[config.mk]
export PLATFORM = sky130hd
export DESIGN_NAME = pipeline_ctrl
export DESIGN_NICKNAME = d
export VERILOG_FILES = /design/src/rtl/pipeline_ctrl.sv
export SDC_FILE = /design/constraint.sdc
export NUM_CORES = 1
export LEC_CHECK = 0
export BUFFER_PORTS_ARGS = -buffer_cell sky130_fd_sc_hd__buf_4
export CAP_MARGIN = 20
export CORE_MARGIN = 4
export CORE_UTILIZATION = 45
export CTS_BUF_LIST = sky130_fd_sc_hd__clkbuf_8
export DETAILED_ROUTE_END_ITERATION = 10
export PLACE_DENSITY = 0.7
export SETUP_SLACK_MARGIN = 0.15
export SLEW_MARGIN = 20
export SYNTH_ARGS = -nofsm -noshare
export SYNTH_HDL_FRONTEND = slang
export SYNTH_SLANG_ARGS = --single-unit
[constraint.sdc]
create_clock -name CLK -period 2.5 [get_ports CLK]
set_input_delay 0 -clock CLK [delete_from_list [all_inputs] [get_ports CLK]]
set_output_delay 0 -clock CLK [all_outputs]
set_load 0.05 [all_outputs]
[src/rtl/pipeline_ctrl.sv]
// Stall/flush sequencer for the 5-stage pipeline: per-stage enables/flushes, PC enable, halt drain.
// Optional performance counters are enabled with `define PIPELINE_CTRL_PERF_EN.
module pipeline_ctrl #(
    parameter int DMEM_TIMEOUT = 1024,
    parameter int CNT_W        = 32
) (
    input  logic             CLK,
    input  logic             nRST,
    input  logic             ihit,
    input  logic             dhit,
    input  logic             mem_dreq,
    input  logic             mem_halt,
    input  logic             ex_load,
    input  logic [4:0]       ex_wsel,
    input  logic [4:0]       id_rs,
    input  logic [4:0]       id_rt,
    input  logic             id_uses_rt,
    input  logic             ex_redirect,
    output logic             pc_en,
    output logic             ifid_en,
    output logic             idex_en,
    output logic             exmem_en,
    output logic             memwb_en,
    output logic             ifid_flush,
    output logic             idex_flush,
    output logic             exmem_flush,
    output logic             memwb_flush,
    output logic             halted,
    output logic             mem_timeout
`ifdef PIPELINE_CTRL_PERF_EN
    ,
    output logic [CNT_W-1:0] stall_cnt,
    output logic [CNT_W-1:0] flush_cnt
`endif
);

    localparam int WC_W = $clog2(DMEM_TIMEOUT + 1);
    localparam logic [WC_W-1:0] WAIT_MAX = WC_W'(DMEM_TIMEOUT);

    typedef enum logic [2:0] {
        START,
        RUN,
        MEM_WAIT,
        HALT_DRAIN,
        HALTED
    } state_t;

    typedef struct packed {
        logic pc_en;
        logic ifid_en;
        logic idex_en;
        logic exmem_en;
        logic memwb_en;
        logic ifid_flush;
        logic idex_flush;
        logic exmem_flush;
        logic memwb_flush;
    } ctl_t;

    state_t          state, state_nxt;
    ctl_t            ctl;
    logic [WC_W-1:0] wait_cnt, wait_nxt;
    logic            eval_run, skip_mem, act_redirect;
    logic            load_use, dmiss;

    assign load_use = ex_load && (ex_wsel != 5'd0) &&
                      ((ex_wsel == id_rs) || (id_uses_rt && (ex_wsel == id_rt)));
    assign dmiss    = mem_dreq && !dhit;

    always_ff @(posedge CLK or negedge nRST) begin
        if (!nRST) begin
            state       <= START;
            wait_cnt    <= '0;
            mem_timeout <= 1'b0;
            halted      <= 1'b0;
        end else begin
            state       <= state_nxt;
            wait_cnt    <= wait_nxt;
            mem_timeout <= mem_timeout || (wait_nxt == WAIT_MAX);
            halted      <= halted || (state_nxt == HALTED);
        end
    end

    always_comb begin
        state_nxt    = state;
        ctl          = '0;
        wait_nxt     = wait_cnt;
        eval_run     = 1'b0;
        skip_mem     = 1'b0;
        act_redirect = 1'b0;

        case (state)
            START:    state_nxt = RUN;
            RUN:      eval_run = 1'b1;
            MEM_WAIT: begin
                if (!dhit) begin
                    ctl.memwb_flush = 1'b1;
                    if (wait_cnt != WAIT_MAX) wait_nxt = wait_cnt + WC_W'(1);
                end else begin
                    eval_run  = 1'b1;
                    skip_mem  = 1'b1;
                    wait_nxt  = '0;
                    state_nxt = RUN;
                end
            end
            HALT_DRAIN: begin
                ctl.memwb_en    = 1'b1;
                ctl.ifid_flush  = 1'b1;
                ctl.idex_flush  = 1'b1;
                ctl.exmem_flush = 1'b1;
                state_nxt       = HALTED;
            end
            HALTED:   state_nxt = HALTED;
            default:  state_nxt = START;
        endcase

        // Priority chain shared by RUN and the data-hit exit of MEM_WAIT
        if (eval_run) begin
            if (!skip_mem && mem_halt && !dmiss) begin
                ctl.memwb_en    = 1'b1;
                ctl.ifid_flush  = 1'b1;
                ctl.idex_flush  = 1'b1;
                ctl.exmem_flush = 1'b1;
                state_nxt       = HALT_DRAIN;
            end else if (!skip_mem && dmiss) begin
                ctl.memwb_flush = 1'b1;
                state_nxt       = MEM_WAIT;
            end else if (ex_redirect) begin
                ctl.pc_en      = 1'b1;
                ctl.ifid_en    = 1'b1;
                ctl.idex_en    = 1'b1;
                ctl.exmem_en   = 1'b1;
                ctl.memwb_en   = 1'b1;
                ctl.ifid_flush = 1'b1;
                ctl.idex_flush = 1'b1;
                act_redirect   = 1'b1;
            end else if (load_use) begin
                ctl.idex_flush = 1'b1;
                ctl.exmem_en   = 1'b1;
                ctl.memwb_en   = 1'b1;
            end else if (!ihit) begin
                ctl.ifid_flush = 1'b1;
                ctl.idex_en    = 1'b1;
                ctl.exmem_en   = 1'b1;
                ctl.memwb_en   = 1'b1;
            end else begin
                ctl.pc_en    = 1'b1;
                ctl.ifid_en  = 1'b1;
                ctl.idex_en  = 1'b1;
                ctl.exmem_en = 1'b1;
                ctl.memwb_en = 1'b1;
            end
        end
    end

    assign pc_en       = ctl.pc_en;
    assign ifid_en     = ctl.ifid_en;
    assign idex_en     = ctl.idex_en;
    assign exmem_en    = ctl.exmem_en;
    assign memwb_en    = ctl.memwb_en;
    assign ifid_flush  = ctl.ifid_flush;
    assign idex_flush  = ctl.idex_flush;
    assign exmem_flush = ctl.exmem_flush;
    assign memwb_flush = ctl.memwb_flush;

`ifdef PIPELINE_CTRL_PERF_EN
    // Counters wrap naturally at CNT_W bits
    always_ff @(posedge CLK or negedge nRST) begin
        if (!nRST) begin
            stall_cnt <= '0;
            flush_cnt <= '0;
        end else begin
            if (((state == RUN) || (state == MEM_WAIT)) && !ctl.pc_en)
                stall_cnt <= stall_cnt + CNT_W'(1);
            if (act_redirect)
                flush_cnt <= flush_cnt + CNT_W'(1);
        end
    end
`else
    logic unused_act_redirect;
    assign unused_act_redirect = act_redirect;
`endif

endmodule

# Word-level counts from Yosys, hierarchy flattened
# Index checks and enable logic that the tools add are counted.
[classes] add_sub_neg=1 multipliers=0 div_mod_pow=0 n_lt_le_gt_ge=0 eq_ne=9 shift=0 muxes=27 n_bitwise=0 n_reduce_logical=16
[op_table] op="11-bit 2-to-1 mux" n=3
[op_table] op="3-bit 2-to-1 mux" n=6
[op_table] op="7-bit 2-to-1 mux" n=2
[op_table] op="3-bit case mux with 4 select lines" n=1
[op_table] op="11-bit by 1-bit adder with 11-bit output (second input constant)" n=1
[op_table] op="11-bit equality test (second input constant)" n=1
[op_table] op="11-bit inequality test (second input constant)" n=1
[op_table] op="5-bit equality test" n=2
[op_table] op="1-bit 2-to-1 mux" n=10
[op_table] op="9-bit 2-to-1 mux" n=1
[op_table] op="4-bit 2-to-1 mux" n=2
[op_table] op="1-bit logical AND" n=7
[op_table] op="3-bit by 2-bit equality test with 1-bit output (second input constant)" n=2
[op_table] op="3-bit equality test (second input constant)" n=2
[op_table] op="5-bit nonzero test" n=1
[op_table] op="3-bit by 1-bit equality test with 1-bit output (second input constant)" n=1
[op_table] op="1-bit zero test" n=3
[op_table] op="3-bit zero test" n=1
[op_table] op="1-bit logical OR" n=3
[op_table] op="2-bit 2-to-1 mux" n=1
[op_table] op="1-bit case mux with 2 select lines" n=1
[op_table] op="2-bit OR reduction" n=1
[totals] register_bits=16 latch_bits=0 ram_bits=0 romBits=0 input_bits=24 output_inout_bits=11 wordCells=57 memories=0

# Longest topological paths before layout
[depth] depth_word=9 ltp_mapped=9 ltp_nobuf=8

# Least setup slack after synthesis
# Ideal clock, no wire load.
[synth_timing] kind="register to output" start="register state[0]" end="output pc_en" t_arrival_ns=4.036 t_required_ns=2.500 path_slack_ns=-1.536 stages_incl_launch_ff=9 n_path_buf=2 cell_sequence="dfrtp_1 -> clkbuf_1 -> and2b_2 -> a22oi_1 -> or2_2 -> a21oi_1 -> a21boi_0 -> o21a_1 -> buf_4"
[synth_between] elab_chain_cells=7 word_cells_on_any_way=11 classes_between="2 x eq/ne; 5 x mux; 4 x reduce/logical"
[synth_rtl] element="from (decl)" line_no="60" text="state_t state, state_nxt;"
[synth_rtl] element="from (signal assigned)" line_no="77" text="state <= state_nxt;"
[synth_rtl] element="3-bit by 2-bit equality test with 1-bit output" line_no="92" text="case (state)"
[synth_rtl] element="1-bit 2-to-1 mux" line_no="92"
[synth_rtl] element="1-bit zero test" line_no="119, 125"
[synth_rtl] element="1-bit logical AND (on tied branches)" line_no="125, 119"
[synth_rtl] element="7-bit 2-to-1 mux or 1-bit logical AND (tied branches)" line_no="125, 119"
[synth_rtl] element="4-bit 2-to-1 mux" line_no="119" text="if (!skip_mem && mem_halt && !dmiss) begin"
[synth_rtl] element="9-bit 2-to-1 mux (*)" line_no="118" text="if (eval_run) begin"
[synth_rtl] element="to (decl)" line_no="19" text="output logic pc_en,"
# Every way passes the cells marked *; elsewhere a longest branch is shown, timed or not.

# Final worst setup path
[layout_timing] start="register state[1]" end="register mem_timeout"
[layout_between] elab_chain_cells=4
[layout_rtl] element="3-bit by 2-bit equality test with 1-bit output" line_no="92"
[layout_rtl] element="11-bit 2-to-1 mux" line_no="92"
[layout_rtl] element="net wait_nxt[5]" line_no="62" text="logic [WC_W-1:0] wait_cnt, wait_nxt;"
[layout_rtl] element="11-bit equality test" line_no="79" text="mem_timeout <= mem_timeout || (wait_nxt == WAIT_MAX);"
[layout_rtl] element="1-bit logical OR" line_no="79"
[layout_rtl] element="to (signal assigned)" line_no="79"
[layout_rtl] element="to (decl)" line_no="29" text="output logic mem_timeout"
# The timed path passes the listed nets, and every way through them passes these cells.

==> results.toml <==
[sta]
fin_worst_skew_ns = 0.00565
setup_viol = 0
fin_crit_ns = 2.21
max_freq_ghz = 0.452
grt_setup_unrepaired = "false"
maxSlewViolCount = 0
hold_viol = 0
maxSlewHeadroom = 0.673
fin_crit_sh = 0.884
fin_setup_tns_ns = 0
tightestPinTransition_ns = 0.491
setup_ws_ns = 0.289

[global_routing]
grt-busiest-layer = "met2"
grt_use_met2 = 0.319
met3_usage = 0.0319
globalRouteOverflowTotal = 0
grt.total_usage = 0.183
grt_max_degree = 18
first_global_vias = 1184
grt.met1_usage = 0.224
grt_pass1_wl_um = 5080
antenna_found_initial = 0

[worst_setup_path]
slowest_stage = "or3b_1"
crit_chain = "or3b_1 > nor3_1 > xor2_1 > and3_2 > a2111oi_2 > a31o_1"
critPathLaunch = "state[1]"
r2r_cells = 6
r2r_slack_ns = 0.29
cp_max_fo = 14
crit_type = "flop to flop"
critPathLaunchType = "flop"
critPathArrivalTime_ns = 2.40
critPathMaxStageDelay_ns = 0.60
required_ns = 2.69
end_kind = "flop"
crit_path_end = "mem_timeout"
reg2reg_from = "state[1]"
r2r-end = "mem_timeout"

[synthesis]
yosysWarnings = 0
synthMuxAreaShare = 0.00895
netlist-cell-type-count = 45
synth_xor_area_frac = 0.104
synth_edf_count = 0
postSynthAreaPerCell_um2 = 8.34
async_flop_share = 1.00
yosys.area_share.adder = 0.0199
synth_top_flop_cell = "dfrtp_1"
yosys.area_share.simple = 0.309
synth_compound_area_frac = 0.170
ys_ff_latch = 16
synth_top_family_by_area = "simple AND/OR/NAND/NOR gates"
syn_inst = 151
netlist_area_um2 = 1260
synth_fp_nets = 177
yosysSeqAreaShare = 0.318

[routing]
drt_iter0_drc = 57
vias = 1187
drc_errors = 0
antenna_left = 0
drt_pre_antenna_iters = 4
drt_wl_total_um = 3020
wl_per_cell_um = 14.3
vias_per_cell = 5.63

[cts]
numCtsBuffers = 3
cts-root-buf = "clkbuf_8"
cts_tree = "done"
clock_latency_ns = 0.25
cts_resized = 0
postCtsSetupRepairBufs = 0
cts_sinks = 16
htreeDepth = 1
clkTransAtPathRegs_ns = 0.06
clock_path_buffers = 2

[min_path]
worst_hold_path_type = "input port to flop"

[cells_and_area]
antenna_cells = 0
fin_util = 0.614
fin_cells = 211
nets = 208
drive_gt1_frac = 0.298
syn2layout_area_growth_pct = 25.2

[floorplanning]
die_width_um = 60.9
die_y_um = 60.9
rows = 18
core_area_um2 = 2570
io_pins = 35
initial_core_util = 0.490
die-area_um2 = 3710

[place]
place.gp.congestion = 0.871
dp_cells = 206
place_worst_setup_slack_ns = 0.349
dp_hpwl_um = 2360
port-buffer-count = 34

[power_and_ir_drop]
power_density_nw_per_um2 = 961
p_leak_nw = 0.672
peakVddDrop_v = 0.000799

[status]
status = "finished clean"

[run]
cap_violations = 0
## power breakdown
part | internal (mW) | switching, mW
Clock | 0.140 | 0.0847
Combinational | 0.325 | 0.502
Sequential | 0.331 | 0.133
## layout by cell type (no fill, tap or decap), drive strengths merged, types with 3 or more instances in the layout
cell / n
a21oi: 5
and2b: 3
buf: 34
clkbuf: 4
dfrtp: 16
inv: 4
nand2: 17
nand2b: 5
nand3: 6
nor2: 14
nor3: 11
nor4b: 3
o21ai: 12
xnor2: 6
xor2: 9
## how the worst min path moves through the flow
stage	endpoint	cells after the start	slack, ns	startpoint
2_1_floorplan	halted	0	-0.30	nRST
3_3_place_gp	wait_cnt[6]	1	-0.13	nRST
3_5_place_dp	wait_cnt[6]	1	-0.13	nRST
4_1_cts	state[0]	4	0.08	mem_dreq
5_1_grt	state[0]	4	0.12	mem_dreq
6_report	state[0]	4	0.09	mem_dreq
## worst max-delay path: cells and delay by family, from the launching register on
family	cells	cell delay, ns
simple gates	3	1.08
flops	1	0.48
compound gates	2	0.50
xor+xnor	1	0.09
## per-stage QoR
stage | hold WS [ns] | total power [mW] | instance area, um2
final | 0.0862 | 1.51 | 1580
after global routing | 0.118 | 1.63 | 1580
after CTS | 0.0754 | 1.52 | 1580
after detailed placement | -0.128 | 1.29 | 1510
after global placement | -0.129 | 1.27 | 1510
after floorplan | -0.296 | 1.12 | 1300
## layout make-up
class                           instances  area [um2]
Clock buffer                            4        55.1
Fill cell                             224         991
Inverter                                4        15.0
Multi-Input combinational cell        122         803
Sequential cell                        16         400
Tap cell                               30        37.5
Timing Repair Buffer                   35         265
## timing repair
action	4_1_cts	5_1_grt
hold endpoints to repair	16	0
endpoints found under the setup margin	0	0
hold buffers	1	0
## routing by layer
layer,part of all wire,up-vias
met5,0,-
met4,0.019,0
met3,0.068,6
met2,0.49,33
met1,0.42,554
li1,-,594
## synthesized netlist by cell type, types with 3 or more instances
| cell | instances | share of area |
|---|---|---|
| nor3_1 | 11 | 0.044 |
| nor2_1 | 13 | 0.039 |
| inv_1 | 4 | 0.012 |
| xor2_1 | 9 | 0.063 |
| xnor2_1 | 6 | 0.042 |
| nand2_1 | 17 | 0.051 |
| o21ai_0 | 11 | 0.044 |
| dfrtp_1 | 16 | 0.32 |
| a21oi_1 | 5 | 0.020 |
| nand2b_1 | 5 | 0.025 |
| and2b_2 | 3 | 0.021 |
| buf_6 | 3 | 0.027 |
| nand3_1 | 6 | 0.024 |
| nor4b_1 | 3 | 0.021 |
## kinds of logic after synthesis
logic type / after synthesis
buffers and inverters: 13
muxes: 1
adders and majority gates: 2
and+or+nand+nor: 73
xor gates and xnor gates: 15
AOI/OAI and AO/OA: 31
DFF: 16
## state kept, by name, summed over array words and instances (netlist names)
| name | flops |
|---|---|
| halted | 1 |
| mem_timeout | 1 |
| state | 3 |
| wait_cnt | 11 |
Power figures use the tool's default switching activity.
